### src/rtl/ram_access_ctrl.sv
// Initiator for the 32-bit word RAM port: splits single/double-word core requests into
// one or two RAM accesses and returns data/status on a valid/ready response channel.
module ram_access_ctrl #(
  parameter int DEPTH = 256,
  parameter int AW    = 32
) (
  input  logic          clock,
  input  logic          reset,
  input  logic          req_valid,
  output logic          req_ready,
  input  logic          req_wr,
  input  logic          req_dbl,
  input  logic [AW-1:0] req_addr_hi,
  input  logic [AW-1:0] req_addr_lo,
  input  logic [63:0]   req_wdata,
  output logic          resp_valid,
  input  logic          resp_ready,
  output logic [63:0]   resp_rdata,
  output logic          resp_err,
  output logic [AW-1:0] mem_addr,
  output logic          mem_wr,
  output logic          mem_rd,
  output logic [31:0]   mem_wdata,
  input  logic [31:0]   mem_rdata
);

  typedef enum logic [1:0] {IDLE, ACC_HI, ACC_LO, RESP} state_t;

  state_t        state;
  logic [AW-1:0] lo_addr;
  logic [31:0]   lo_wdata;
  logic          addr_ok;

  function automatic logic in_range(input logic [AW-1:0] addr);
    return addr < AW'(DEPTH);
  endfunction

  assign addr_ok   = in_range(req_addr_lo) && (!req_dbl || in_range(req_addr_hi));
  assign req_ready = (state == IDLE);

  always_ff @(posedge clock or posedge reset) begin
    if (reset) begin
      state      <= IDLE;
      mem_wr     <= 1'b0;
      mem_rd     <= 1'b0;
      mem_addr   <= '0;
      mem_wdata  <= '0;
      resp_valid <= 1'b0;
      resp_rdata <= '0;
      resp_err   <= 1'b0;
      lo_addr    <= '0;
      lo_wdata   <= '0;
    end else begin
      case (state)
        IDLE: begin
          if (req_valid) begin
            lo_addr    <= req_addr_lo;
            lo_wdata   <= req_wr ? req_wdata[31:0] : 32'h0;
            resp_rdata <= '0;
            resp_err   <= !addr_ok;
            if (!addr_ok) begin
              state <= RESP;
            end else begin
              mem_wr    <= req_wr;
              mem_rd    <= !req_wr;
              mem_addr  <= req_dbl ? req_addr_hi : req_addr_lo;
              mem_wdata <= !req_wr ? 32'h0 : (req_dbl ? req_wdata[63:32] : req_wdata[31:0]);
              state     <= req_dbl ? ACC_HI : ACC_LO;
            end
          end
        end
        // RAM acted on the negedge of this cycle; read data is valid at this posedge
        ACC_HI: begin
          if (mem_rd) resp_rdata[63:32] <= mem_rdata;
          mem_addr  <= lo_addr;
          mem_wdata <= lo_wdata;
          state     <= ACC_LO;
        end
        ACC_LO: begin
          if (mem_rd) resp_rdata[31:0] <= mem_rdata;
          mem_wr     <= 1'b0;
          mem_rd     <= 1'b0;
          resp_valid <= 1'b1;
          state      <= RESP;
        end
        // A rejected request enters with resp_valid low, giving it the same 1-clock latency
        RESP: begin
          if (!resp_valid) begin
            resp_valid <= 1'b1;
          end else if (resp_ready) begin
            resp_valid <= 1'b0;
            state      <= IDLE;
          end
        end
        default: state <= IDLE;
      endcase
    end
  end

endmodule
### config.mk
export PLATFORM = sky130hd
export DESIGN_NAME = ram_access_ctrl
export DESIGN_NICKNAME = d
export VERILOG_FILES = /design/src/rtl/ram_access_ctrl.sv
export SDC_FILE = /design/constraint.sdc
export NUM_CORES = 1
export LEC_CHECK = 0
export CAP_MARGIN = 40
export CORE_UTILIZATION = 35
export CTS_CLUSTER_SIZE = 24
export DETAILED_ROUTE_END_ITERATION = 16
export PLACE_DENSITY = 0.65
export SLEW_MARGIN = 20
export SYNTH_ARGS = -nofsm -noshare
export SYNTH_HDL_FRONTEND = slang
export SYNTH_SLANG_ARGS = --single-unit
### constraint.sdc
create_clock -name clock -period 7.51 [get_ports clock]
set_input_delay 1.502 -clock clock [delete_from_list [all_inputs] [get_ports clock]]
set_output_delay 1.502 -clock clock [all_outputs]
set_load 0.01 [all_outputs]
==> flow_summary.json <==
{
  "rr_worst_depth": 7,
  "grtUsageTotal": 0.203,
  "power_frac_seq": 0.373,
  "ys_types": 39,
  "cts_setup_buffers": 0,
  "period_share": 0.546,
  "multi_input_area_sq_mm": 0.00351,
  "synth_commonest_cells": "nand2_1 (233), dfrtp_1 (198), o21ai_0 (76), mux2_2 (72), nand3_1 (66)",
  "dp.cells": 1414,
  "worstPathRequired_ns": 7.82,
  "cp_slowest_stage_delay_ns": 0.57,
  "vias": 7148,
  "leakagePower_nw": 5.56,
  "diodes": 0,
  "htree_levels": 4,
  "synthTopCellsByArea": "dfrtp_1 (57%), nand2_1 (10%), mux2_2 (9.3%)",
  "cts_tree": "built",
  "rows": 57,
  "avgSynthCellArea_sq_um": 10.4,
  "synth_seq_cells": 198,
  "cpMaxStageDelayCell": "o21bai_4",
  "area_growth_pct": 45.2,
  "vias_per_cell": 4.94,
  "met2_usage": 0.336,
  "dp_hpwl_um": 17800,
  "synth_top_area_share": 0.568,
  "path_cells": "clkdlybuf4s50_1 > nor4_2 > and4_4 > nand3_1 > o21bai_4 > buf_4 > mux2_2",
  "synth.most_common_cell": "nand2_1",
  "dieArea_sq_mm": 0.0256,
  "critPathBufInv": 2,
  "cap_violations": 0,
  "wl_per_cell_um": 17.6,
  "final_util": 0.519,
  "fin_cells": 1446,
  "cts_resized": 0,
  "yosysTopAreaCell": "dfrtp_1",
  "arrival_ns": 4.41,
  "grt_start_max_net_pins": 69,
  "fillers": 2245,
  "ctsHoldBuffers": 0,
  "syn_nets": 1007,
  "gr-usage-met3": 0.0439,
  "fin_area_sq_mm": 0.0127,
  "root_buffer": "clkbuf_16",
  "synth_area_sq_mm": 0.00872,
  "reg2reg_to": "mem_wdata[8]",
  "crit_family": "simple AND/OR/NAND/NOR gates",
  "vdd_drop_max_v": 0.000214,
  "drcViolationCount": 0,
  "cp.depth": 7,
  "tns_ns": 0,
  "skew_ns": 0.0157,
  "powerDensity_mw_per_mm2": 381,
  "clk_path_buf_depth": 2,
  "hp-class": "reg2reg",
  "cp_max_fo": 31,
  "tightest_slew_ns": 0.886,
  "fp.dieW_um": 160,
  "switching_share": 0.358,
  "core_sq_mm": 0.0244,
  "ant_nets": 0,
  "cell_internal_pwr_mw": 3.10,
  "endpoint_kind": "register",
  "drive_gt1_frac": 0.142,
  "port_buffers": 298,
  "first_global_vias": 7214,
  "initial_core_util": 0.358,
  "drtIter0Drc": 400,
  "period_needed_ns": 4.10,
  "r2r_start": "state[0]",
  "io_pins": 299,
  "crit_type": "in2reg",
  "seq_area_frac_synth": 0.568,
  "die_y_um": 160,
  "status": "complete, no violations",
  "cts.sinks": 198,
  "seq_area_sq_mm": 0.00495,
  "hold_violations": 0,
  "clkTransAtPathRegs_ns": 0.07,
  "clkPwrFrac": 0.194,
  "finalWirelength_um": 25400,
  "maxSlewHeadroom": 0.403,
  "fin_nets": 1279,
  "netlist_instances": 837,
  "gr-max-usage-layer": "met2",
  "hold_depth": 2,
  "r2r_setup_slack_ns": 4.45,
  "final_max_slew_viol_count": 0,
  "holdPathEnd": "resp_rdata[36]",
  "pwr-share-comb": 0.433,
  "place_area_sq_mm": 0.0121,
  "antenna_found_initial": 0,
  "drt_pass1_iterations": 4,
  "setup_viol": 0,
  "yosysWarnings": 0,
  "place_congestion": 0.792,
  "grt-ovfl-total": 0,
  "clock_latency_ns": 0.43,
  "worst_setup_path_start_kind": "input pin",
  "fmax_mhz": 244,
  "hold_start": "resp_rdata[36]",
  "ys.flop_type": "dfrtp_1",
  "grt_util_met1": 0.269,
  "grt_pass1_wl_um": 40300,
  "synth-edff-count": 0,
  "cts_buffers": 17,
  "rsz0062_at_grt": "no",
  "switchingPower_mw": 1.73,
  "async_reset_ff_frac": 1.00
}
## power by group through the flow
stage	clock network, mW	logic (mW)	registers (mW)
finish	0.937	2.09	1.80
floorplan	0	0.980	1.90
global placement	0	2.08	1.81
detailed placement	0	2.12	1.81
global route	1.00	2.28	1.86
CTS	0.961	2.12	1.80
## cell families (layout without fill, tap and decap cells)
family,after synthesis,after routing,share of synthesized area
fa+ha+maj,4,4,0.00574
simple gates,344,344,0.171
compound gates,120,120,0.0930
buf+inv,66,351,0.0316
mux,105,105,0.131
flops,198,198,0.568
## worst register-to-register path, cell delays in order, from the launching register on
cell and delay, ns:
dfrtp_1 0.41, inv_1 0.10, ha_1 0.48, and2_1 0.22, nand3_1 0.25, o21bai_4 0.57
buf_4 0.50, mux2_2 0.42
## worst max-delay path by stage
stage                         from      endpoint
finish              req_addr_lo[8]  mem_wdata[8]
global route        req_addr_lo[8]  mem_wdata[2]
CTS                 req_addr_lo[8]  mem_wdata[8]
detailed placement  req_addr_lo[8]  mem_wdata[8]
global placement    req_addr_lo[8]  mem_wdata[4]
floorplan                    reset    lo_addr[0]
## routing by layer
layer / vias up / wire [um]
li1: 3440 / -
met1: 3443 / 11400
met2: 245 / 12200
met3: 20 / 1550
met4: 0 / 336
met5: - / 0
## state kept, by name, indices dropped and copies added (netlist names)
register,count
mem_wdata,32
mem_rd,1
state,2
resp_err,1
resp_rdata,64
lo_addr,32
resp_valid,1
mem_addr,32
mem_wr,1
lo_wdata,32
## layout by cell type, fill, tap and decap left out, types with 3 or more instances in the layout
cell type,instances
nor4_2,4
buf_4,13
inv_6,4
nand2_1,232
clkdlybuf4s50_1,297
nand4_1,3
nor2_1,11
nor4_1,8
o21ai_0,76
o221a_2,24
dfrtp_1,198
clkinv_8,3
nand3_1,66
nor2b_1,3
inv_1,4
a22o_1,6
mux2i_1,33
clkbuf_16,17
mux2_2,72
inv_8,4
ha_1,3
a31oi_1,3
nor3_1,3
## stage by stage
stage | setup WS [ns] | hold slack, ns | power, mW
finish | 3.41 | 0.465 | 4.83
global route | 3.24 | 0.492 | 5.14
CTS | 3.43 | 0.471 | 4.89
detailed placement | 2.95 | 0.455 | 3.94
global placement | 3.03 | 0.448 | 3.89
floorplan | 0.611 | 0.450 | 2.88
## area by class of cell
cell class                 count  area share
inverter                       5     0.00208
clock inverter                13      0.0129
multi-input combinational    573       0.278
sequential                   198       0.391
timing repair buffer         314       0.249
tap                          324      0.0320
clock buffer                  19      0.0350
Power figures use the tool's default switching activity.
